===== src/rtl/mc6502_interrupt_sequencer.sv =====
// mc6502_interrupt_sequencer
//
// Runs the 6502 interrupt / reset entry sequence on behalf of the core:
// pushes PCH, PCL and PSR onto the stack page, then fetches the two vector
// bytes and hands them to the register file. The sequencer also holds the
// NMI falling-edge detector and the pending-NMI latch.
//
// Sequence shapes (one cen cycle per state):
//   IRQ / BRK / NMI : PUSH_PCH -> PUSH_PCL -> PUSH_PSR -> VEC_LO -> VEC_HI
//   reset           : VEC_LO -> VEC_HI (no stack traffic)
//
// Bus handshake: this block is the bus master for the duration of a
// sequence. mem_read / mem_write are asserted for exactly the states that
// own the bus and are never both high. They are meaningful only in cycles
// where cen=1; downstream logic qualifies every strobe with cen, and
// mem_rdata must be valid in the same cen cycle as mem_read.
//
// dbg_state_o and dbg_nmi_pending_o expose the FSM state and the pending
// NMI latch so checkers can observe them directly.

module mc6502_interrupt_sequencer #(
    parameter logic [7:0] STACK_PAGE = 8'h01
) (
    input  logic        clk,
    input  logic        rst_x,
    input  logic        cen,
    input  logic        i_irq_x,
    input  logic        i_nmi_x,
    input  logic        sync,
    input  logic        brk,
    input  logic        rf_i,
    input  logic [7:0]  rf_s,
    input  logic [15:0] rf_pc,
    input  logic [7:0]  rf_psr,
    input  logic [7:0]  mem_rdata,
    output logic [15:0] mem_addr,
    output logic        mem_read,
    output logic        mem_write,
    output logic [7:0]  mem_wdata,
    output logic        busy,
    output logic        rf_set_i,
    output logic        rf_s_dec,
    output logic        rf_pcl_we,
    output logic        rf_pch_we,
    output logic [7:0]  rf_data,
    output logic [2:0]  dbg_state_o,
    output logic        dbg_nmi_pending_o
);

    // FSM state encoding
    localparam logic [2:0] ST_IDLE     = 3'd0;
    localparam logic [2:0] ST_PUSH_PCH = 3'd1;
    localparam logic [2:0] ST_PUSH_PCL = 3'd2;
    localparam logic [2:0] ST_PUSH_PSR = 3'd3;
    localparam logic [2:0] ST_VEC_LO   = 3'd4;
    localparam logic [2:0] ST_VEC_HI   = 3'd5;

    // Vector selection encoding
    localparam logic [1:0] VEC_NMI = 2'd0;
    localparam logic [1:0] VEC_RES = 2'd1;
    localparam logic [1:0] VEC_IRQ = 2'd2;

    // Low bytes of the vector table entries (high byte is always FF)
    localparam logic [7:0] VEC_NMI_LO = 8'hFA;
    localparam logic [7:0] VEC_RES_LO = 8'hFC;
    localparam logic [7:0] VEC_IRQ_LO = 8'hFE;

    logic [2:0] state_q, state_d;
    logic [1:0] vector_q, vector_d;
    logic       b_flag_q, b_flag_d;
    logic       nmi_pending_q, nmi_pending_d;
    logic       nmi_prev_q, nmi_prev_d;

    logic       nmi_edge;
    logic       nmi_clear;
    logic       start_req;
    logic [15:0] vec_addr;
    logic [7:0]  psr_push;

    // A falling edge is seen when the previous sample was high and the
    // current one is low; only evaluated on cen cycles via the register load.
    assign nmi_edge  = nmi_prev_q & ~i_nmi_x;

    // Acceptance condition at an instruction boundary. IRQ is a level and is
    // not latched; BRK is unconditional and ignores the I flag.
    assign start_req = nmi_pending_q | brk | (~i_irq_x & ~rf_i);

    // Next-state logic for the FSM, vector select, B flag and NMI latch
    always_comb begin
        state_d    = state_q;
        vector_d   = vector_q;
        b_flag_d   = b_flag_q;
        nmi_prev_d = i_nmi_x;
        nmi_clear  = 1'b0;

        case (state_q)
            ST_IDLE: begin
                if (sync && start_req) begin
                    state_d  = ST_PUSH_PCH;
                    b_flag_d = brk;
                    vector_d = nmi_pending_q ? VEC_NMI : VEC_IRQ;
                end
            end
            ST_PUSH_PCH: begin
                state_d = ST_PUSH_PCL;
            end
            ST_PUSH_PCL: begin
                state_d = ST_PUSH_PSR;
            end
            ST_PUSH_PSR: begin
                state_d = ST_VEC_LO;
                // An NMI that arrived during the pushes hijacks the vector
                // fetch; the pushed B flag keeps its original meaning.
                if (nmi_pending_q) begin
                    vector_d = VEC_NMI;
                end
                // Leaving PUSH_PSR towards the NMI vector consumes the latch.
                nmi_clear = nmi_pending_q | (vector_q == VEC_NMI);
            end
            ST_VEC_LO: begin
                state_d = ST_VEC_HI;
            end
            ST_VEC_HI: begin
                state_d = ST_IDLE;
            end
            default: begin
                state_d = ST_IDLE;
            end
        endcase

        // A fresh edge wins over the clear so that it is not lost.
        if (nmi_edge) begin
            nmi_pending_d = 1'b1;
        end else if (nmi_clear) begin
            nmi_pending_d = 1'b0;
        end else begin
            nmi_pending_d = nmi_pending_q;
        end
    end

    // State registers: reset overrides cen and any sequence in progress
    always_ff @(posedge clk) begin
        if (!rst_x) begin
            state_q       <= ST_VEC_LO;
            vector_q      <= VEC_RES;
            b_flag_q      <= 1'b0;
            nmi_pending_q <= 1'b0;
            nmi_prev_q    <= 1'b1;
        end else if (cen) begin
            state_q       <= state_d;
            vector_q      <= vector_d;
            b_flag_q      <= b_flag_d;
            nmi_pending_q <= nmi_pending_d;
            nmi_prev_q    <= nmi_prev_d;
        end
    end

    // Vector address for the low byte; the high byte is at +1
    always_comb begin
        vec_addr = {8'hFF, VEC_IRQ_LO};
        case (vector_q)
            VEC_NMI: vec_addr = {8'hFF, VEC_NMI_LO};
            VEC_RES: vec_addr = {8'hFF, VEC_RES_LO};
            default: vec_addr = {8'hFF, VEC_IRQ_LO};
        endcase
    end

    // PSR image written to the stack: bit 5 forced high, bit 4 is the B flag
    always_comb begin
        psr_push    = rf_psr;
        psr_push[5] = 1'b1;
        psr_push[4] = b_flag_q;
    end

    // Output decode, purely from the current state and held registers
    always_comb begin
        mem_addr  = 16'h0000;
        mem_read  = 1'b0;
        mem_write = 1'b0;
        mem_wdata = 8'h00;
        rf_set_i  = 1'b0;
        rf_s_dec  = 1'b0;
        rf_pcl_we = 1'b0;
        rf_pch_we = 1'b0;

        case (state_q)
            ST_PUSH_PCH: begin
                mem_write = 1'b1;
                mem_addr  = {STACK_PAGE, rf_s};
                mem_wdata = rf_pc[15:8];
                rf_s_dec  = 1'b1;
            end
            ST_PUSH_PCL: begin
                mem_write = 1'b1;
                mem_addr  = {STACK_PAGE, rf_s};
                mem_wdata = rf_pc[7:0];
                rf_s_dec  = 1'b1;
            end
            ST_PUSH_PSR: begin
                mem_write = 1'b1;
                mem_addr  = {STACK_PAGE, rf_s};
                mem_wdata = psr_push;
                rf_s_dec  = 1'b1;
                rf_set_i  = 1'b1;
            end
            ST_VEC_LO: begin
                mem_read  = 1'b1;
                mem_addr  = vec_addr;
                rf_pcl_we = 1'b1;
                // Reset never passes through PUSH_PSR, so I is set here.
                rf_set_i  = (vector_q == VEC_RES);
            end
            ST_VEC_HI: begin
                mem_read  = 1'b1;
                mem_addr  = vec_addr | 16'h0001;
                rf_pch_we = 1'b1;
            end
            default: begin
            end
        endcase
    end

    assign busy              = (state_q != ST_IDLE);
    assign rf_data           = mem_rdata;
    assign dbg_state_o       = state_q;
    assign dbg_nmi_pending_o = nmi_pending_q;

endmodule


===== config.mk =====
export PLATFORM = sky130hd
export DESIGN_NAME = mc6502_interrupt_sequencer
export DESIGN_NICKNAME = d
export VERILOG_FILES = /design/src/rtl/mc6502_interrupt_sequencer.sv
export SDC_FILE = /design/constraint.sdc
export NUM_CORES = 1
export LEC_CHECK = 0
export ABC_AREA = 0
export CAP_MARGIN = 20
export CELL_PAD_IN_SITES_DETAIL_PLACEMENT = 1
export CELL_PAD_IN_SITES_GLOBAL_PLACEMENT = 1
export CORE_ASPECT_RATIO = 1.5
export CORE_MARGIN = 2
export CORE_UTILIZATION = 17
export DETAILED_ROUTE_END_ITERATION = 6
export PLACE_DENSITY_LB_ADDON = 0.1
export SLEW_MARGIN = 5
export SYNTH_ARGS = -nofsm -noshare
export SYNTH_HDL_FRONTEND = slang
export SYNTH_SLANG_ARGS = --single-unit

===== constraint.sdc =====
create_clock -name clk -period 2.1 [get_ports clk]
set_input_delay 0.525 -clock clk [delete_from_list [all_inputs] [get_ports clk]]
set_output_delay 0.525 -clock clk [all_outputs]
set_load 0.02 [all_outputs]

==> results.md, run 1 <==
- Status: finished, final reports clean
- Global-route wire length before repair: 5292 µm
- Crit-path leading delay family: buffers and inverters
- Fmax: 481.6 MHz
- Routed wire length: 3470 µm
- Critical path's slowest cell: clkdlybuf4s50_1
- Worst path bufs/invs: 2
- TritonCTS clock tree: yes
- Post-DRT Antenna Nets: 0
- Max cap viols: 0
- CTS sink cnt: 8
- Pleak: 0.7175 nW
- Util after Layout: 0.3595
- Crit path cell chain: clkdlybuf4s50_1 > mux2_4 > a22oi_2 > nor2_1 > buf_4
- First-pass DRT Iterations: 4
- Top sig layer: met4
- Routed vias: 1116
- Vias per cell: between 4 and 5
- Yosys warns: 0
- Vias in the first global route: around 1200
- DRC: 0
- Area delta synth->final: 103.2%
- Final nets: between 200 and 250
- Worst hold path class: reg -> reg
- Critical path's largest stage delay: 400 ps
- Final period util: 0.9887
- Crit path max fanout: 1
- Die H: about 91 µm
- Number of synthesized register bits: 8
- Placed Cells: 254
- DP HPWL: just under 3000 µm
- Initial antenna violation count: 0
- CTS Root Cell: clkbuf_8
- Origin of the critical flop-to-flop path: dbg_state_o[2]
- Crit path time final: 2076 ps
- Cts bufs inserted: 3
- Initial Utilization: 0.1769
- Critical path arrival: 1550 ps
- CTS clk-pin slew, worst paths: ~40 ps
- Std-Cell Rows: 31
- Final hold viol count: 0
- Seq/Total Area, Yosys: 0.1882
- Pre-CTS WS: -383.8 ps
- Clock Skew: about 3.8 ps
- Share of layout cells above drive strength 1: 0.2827
- Worst VDD drop: 0.2630 mV
- Diodes inserted: 0
- Worst hold slack: around 480 ps
- Cells after Synth: 121
- Non-filler cells, final: 257
- Fin. max-slew vios: 0
- Critical Setup Path Class: in -> out
- Routed wire length per instance: 13.50 µm
- Hold_buf cts: 0
- Final setup fails: 0
- Worst skew pair latency: 230 ps
- Slew @ Worst Pin: roughly 350 ps
- Worst setup margin: 23.72 ps
- RSZ-0062 raised after global routing: true
- CP startpoint: rf_pc[11]
- Setup Buffers After CTS: 0
- Die X: 61.76 µm
- Initial DRC count: 18
- Critical Path RT: 1570 ps
- Core area: ~0.0048 mm²
- GRT Total Usage: 0.1207
- CTS H-tree depth: 1
- Relative max-transition margin: 0.7689
- Post-synthesis average cell area: about 7 µm²
- Overflow after GRT: 0
- RD Place Congestion: 0.6813
- Mapped Area: between 800 and 900 µm²
- Setup crit start kind: input port
- Met1 wire length: 1226 µm
- I/O pins: 91
- Crit. End Element: output pin
- # port buffers: 72
- Clk buf depth: 2
- Met2 WL post-DR: 1914 µm
- Pin count of the biggest net entering global routing: 13
- Pwr/cell area: 418.6 mW/mm²
- Synth unique cells: 32
- Mapped Nets: 169
- Min-delay src: vector_q[1]
- Die area: about 0.0056 mm²
- Met3 WL post-DR: ~290 µm
==> area by class of cell <==
type                    count  area (µm²)
clock buffers               3       41.29
fillers                   622        3080
inverters                   6       25.02
multi-input cells          83       576.8
flip-flops and latches      8       163.9
well taps                  66       82.58
repair buffers             91       839.6
==> cells by family after synthesis <==
group	count (synthesis)	synth area share
AOI/OAI and AO/OA	27	0.2029
buffers and inverters	30	0.2206
DFF	8	0.1882
muxes	8	0.1044
and+or+nand+nor	48	0.2838
==> registers in the layout, summed over array words and instances, names as in the netlist <==
signal / cells
dbg_state_o: 3
b_flag_q: 1
dbg_nmi_pending_o: 1
nmi_prev_q: 1
vector_q: 2
==> cells in the final DEF, fill, tap and decap left out, types with 6 or more instances in the layout <==
cell             Yosys  layout
a22oi_2              0       7
nor2_1              22      20
nand2_1              8       8
buf_4               15      22
a21oi_1              9       9
o21ai_0              6       6
clkdlybuf4s50_1      0      38
dlygate4sd2_1        0      21
==> metal layers <==
layer,track usage,vias to the layer above
li1,-,534
met4,0.04078,0
met2,0.2316,47
met3,0.02292,6
met5,0,-
met1,0.1190,529
==> cell usage after synthesis <==
| cell | instances | area, µm² |
|---|---|---|
| nand3_1 | 4 | 20.02 |
| buf_2 | 1 | 5.000 |
| nand2b_1 | 1 | 6.260 |
| o21ai_1 | 1 | 5.000 |
| mux2_2 | 4 | 45.04 |
| nor2b_1 | 2 | 12.51 |
| o311ai_1 | 1 | 8.760 |
| or3_1 | 1 | 6.260 |
| and2_0 | 1 | 6.260 |
| nor2_1 | 22 | 82.58 |
| buf_6 | 2 | 22.52 |
| buf_4 | 15 | 112.6 |
| or2_1 | 1 | 6.260 |
| o21ai_0 | 6 | 30.03 |
| a22oi_1 | 8 | 60.06 |
| clkbuf_1 | 6 | 22.52 |
| mux2i_1 | 1 | 10.01 |
| a221oi_2 | 1 | 15.01 |
| nor3_1 | 1 | 5.000 |
| inv_4 | 1 | 6.260 |
| nand3b_1 | 2 | 15.01 |
| nand4b_1 | 1 | 8.760 |
| nand2_2 | 1 | 6.260 |
| a21oi_1 | 9 | 45.04 |
| nor4bb_1 | 1 | 10.01 |
| nor2_8 | 1 | 20.02 |
| inv_1 | 5 | 18.77 |
| and2_1 | 1 | 6.260 |
| nand2_1 | 8 | 30.03 |
| mux2_1 | 3 | 33.78 |
| a211o_1 | 1 | 8.760 |
| dfxtp_1 | 8 | 160.2 |
==> worst paths after layout <==
path | end | slack (ps) | cells past startpoint
worst max-delay path | mem_wdata[3] | 20 | 5
worst min-delay path | vector_q[1] | 480 | 2
worst max register to register | vector_q[1] | 550 | 7
worst min register to register | vector_q[1] | 480 | 2
==> tightest hold or removal path: stages (launching register included) <==
cell     delay [ps]
dfxtp_1         310
nand2_1          60
mux2i_1          60
==> stage by stage <==
stage | instance area (µm²) | power [W] | setup TNS (ps)
after floorplan | 858.3 | 0.0003743 | 0
after global placement | 1654 | 0.0005502 | -4031
after detailed placement | 1654 | 0.0005565 | -4330
after CTS | 1644 | 0.0007201 | -3.500
after global routing | 1729 | 0.0007668 | -28.43
final | 1729 | 0.0007239 | 0
==> power by group <==
group / internal, W / total, W / switching [W]
Combinational: 0.000186 / 0.000362 / 0.000176
Sequential: 0.000162 / 0.000173 / 0.0000111
Clock: 0.000125 / 0.000189 / 0.0000641
==> timing repair <==
item | CTS | global route
pin swaps | 0 | 7
gates resized for setup | 57 | 25
setup endpoints to repair | 31 | 12
Note: power is estimated with default switching activity, not from simulation.
==> inputs of run 2 (changes only) <==
--- a/config.mk
+++ b/config.mk
@@ -5,7 +5,6 @@
 export SDC_FILE = /design/constraint.sdc
 export NUM_CORES = 1
 export LEC_CHECK = 0
-export ABC_AREA = 0
 export CAP_MARGIN = 20
 export CELL_PAD_IN_SITES_DETAIL_PLACEMENT = 1
 export CELL_PAD_IN_SITES_GLOBAL_PLACEMENT = 1
==> results of run 2 <==
Final layout, timing and power as in run 1 (identical DEF).
==> inputs of run 3 (changes only) <==
==> constraint.sdc (replaced) <==
create_clock -name clk -period 2.2 [get_ports clk]
set_input_delay 0.55 -clock clk [delete_from_list [all_inputs] [get_ports clk]]
set_output_delay 0.55 -clock clk [all_outputs]
set_load 0.02 [all_outputs]
==> results.md, run 3 (synthesis results as in run 1) <==
- Status: finished, final reports clean
- RSZ-0062 raised after global routing: true
- TritonCTS clock tree: yes
- Critical Path RT: 1650 ps
- Clk buf depth: 2
- Sw frac: 0.3560
- # port buffers: 72
- Initial Utilization: 0.1769
- Routed wire length: 3490 µm
- First-pass DRT Iterations: 4
- Vias per cell: between 4 and 5
- Routed vias: approximately 1100
- Crit. End Element: output pin
- Relative max-transition margin: 0.7946
- Final setup fails: 0
- Worst R2R Path Depth: 6
- DP HPWL: 2925 µm
- Critical Setup Path Class: in -> out
- Slew @ Worst Pin: 308.1 ps
- Clock Skew: 0.6560 ps
- Fin. max-slew vios: 0
- CP startpoint: rf_psr[6]
- Initial DRC count: 27
- Final nets: around 240
- P_int: 0.0004450 W
- CTS Root Cell: clkbuf_8
- Core area: 0.004810 mm²
- Most common cell after layout, fill and taps aside: clkdlybuf4s50_1
- Reg2reg setup slack: 730 ps
- Routed wire length per instance: 13.69 µm
- Hold_buf cts: 0
- Critical R2R Capture: vector_q[1]
- Global-route wire length before repair: 5416 µm
- FF/Latch Area: 162.7 µm²
- Origin of the critical flop-to-flop path: dbg_state_o[1]
- Filler Cell Count: 625
- Fmax: 463.1 MHz
- Util after Layout: 0.3457
- Max cap viols: 0
- Number of flip-flops in the largest register: 3
- DRC: 0
- Worst VDD drop: 0.2305 mV
- Crit path max fanout: 1
- Placed Cells: 252
- Pin count of the biggest net entering global routing: 14
- Crit path time final: about 2200 ps
- I/O pins: 91
- Area of the multi-input gates: ~540 µm²
- Worst hold path class: reg -> reg
- Clk pwr share: 0.278
- Post-DRT Antenna Nets: 0
- CTS H-tree depth: 1
- Reg power frac: 0.237
- Vias in the first global route: 1137
- Pre-CTS WS: -358.5 ps
- Cts bufs inserted: 3
- GRT Total Usage: 0.1273
- Comb pwr share: 0.485
- Setup crit start kind: input port
- RD Place Congestion: 0.7133
- Setup Buffers After CTS: 0
- Overflow after GRT: 0
- Non-filler cells, final: 255
- Final hold viol count: 0
- Die X: about 60 µm
- Diodes inserted: 0
- Critical path arrival: 1610 ps
- Commonest cells after routing, fill and taps aside: clkdlybuf4s50_1, dlygate4sd2_1, nor2_1
- Worst setup margin: between 40 and 50 ps
- Area delta synth->final: 95.44%
- CTS sink cnt: 8
- CTS clk-pin slew, worst paths: 40 ps
- Final period util: 0.9815
- Pleak: 0.6733 nW
- Pwr/cell area: 415.5 mW/mm²
- Worst skew pair latency: 240 ps
- Die H: between 90 and 100 µm
- Die area: 0.005598 mm²
- Std-Cell Rows: 31
- Share of layout cells above drive strength 1: 0.2434
- Switch Pwr: 0.0002459 W
- Crit path to: mem_wdata[6]
- Initial antenna violation count: 0
==> run 3: how the worst min path moves through the flow <==
| stage | depth (start not counted) | start | to |
|---|---|---|---|
| final | 2 | vector_q[0] | vector_q[0] |
| after global routing | 2 | vector_q[0] | vector_q[0] |
| after CTS | 2 | vector_q[0] | vector_q[0] |
| after detailed placement | 2 | vector_q[0] | vector_q[0] |
| after global placement | 2 | vector_q[1] | vector_q[1] |
| after floorplan | 2 | vector_q[1] | vector_q[1] |
==> run 3: final cells by class <==
cell class,instances,share of cell area
Inverter,6,0.01505
Sequential cell,8,0.09782
Clock buffer,3,0.02483
Tap cell,66,0.04966
Timing Repair Buffer,89,0.4883
Multi-Input combinational cell,83,0.3243
==> run 3: layer usage <==
metal	up-vias	GRT usage	wire length (µm)
met2	46	0.2395	1970
met4	0	0.05319	63
met3	5	0.01862	223
met1	485	0.1286	1233
li1	532	-	-
met5	-	0	0
==> run 3: power by group through the flow <==
stage	clock (W)	combinational [W]	sequential (W)
after floorplan	0	0.000186	0.000170
after global placement	0	0.000355	0.000165
after detailed placement	0	0.000362	0.000166
after CTS	0.000197	0.000336	0.000164
after global routing	0.000197	0.000365	0.000165
final	0.000192	0.000335	0.000164
==> run 3: per-stage QoR <==
stage                     TNS (ps)  power (W)  hold slack, ps  cell area (µm²)
after floorplan                  0  0.0003558           445.0            853.3
after global placement       -3268  0.0005210           463.2             1647
after detailed placement     -3565  0.0005281           473.1             1647
after CTS                        0  0.0006970           480.3             1632
after global routing        -9.729  0.0007264           493.5             1663
final                            0  0.0006909           476.7             1663
==> run 3: critical path: stages <==
cell             delay, ps
clkdlybuf4s50_1        410
mux2_2                 270
a22oi_2                170
nor2_1                  50
buf_2                  150
==> run 3: timing repair <==
action	CTS	global route
resized for setup	55	7
pin swaps	0	1
cloned	0	0
endpoints found under the setup margin	31	6
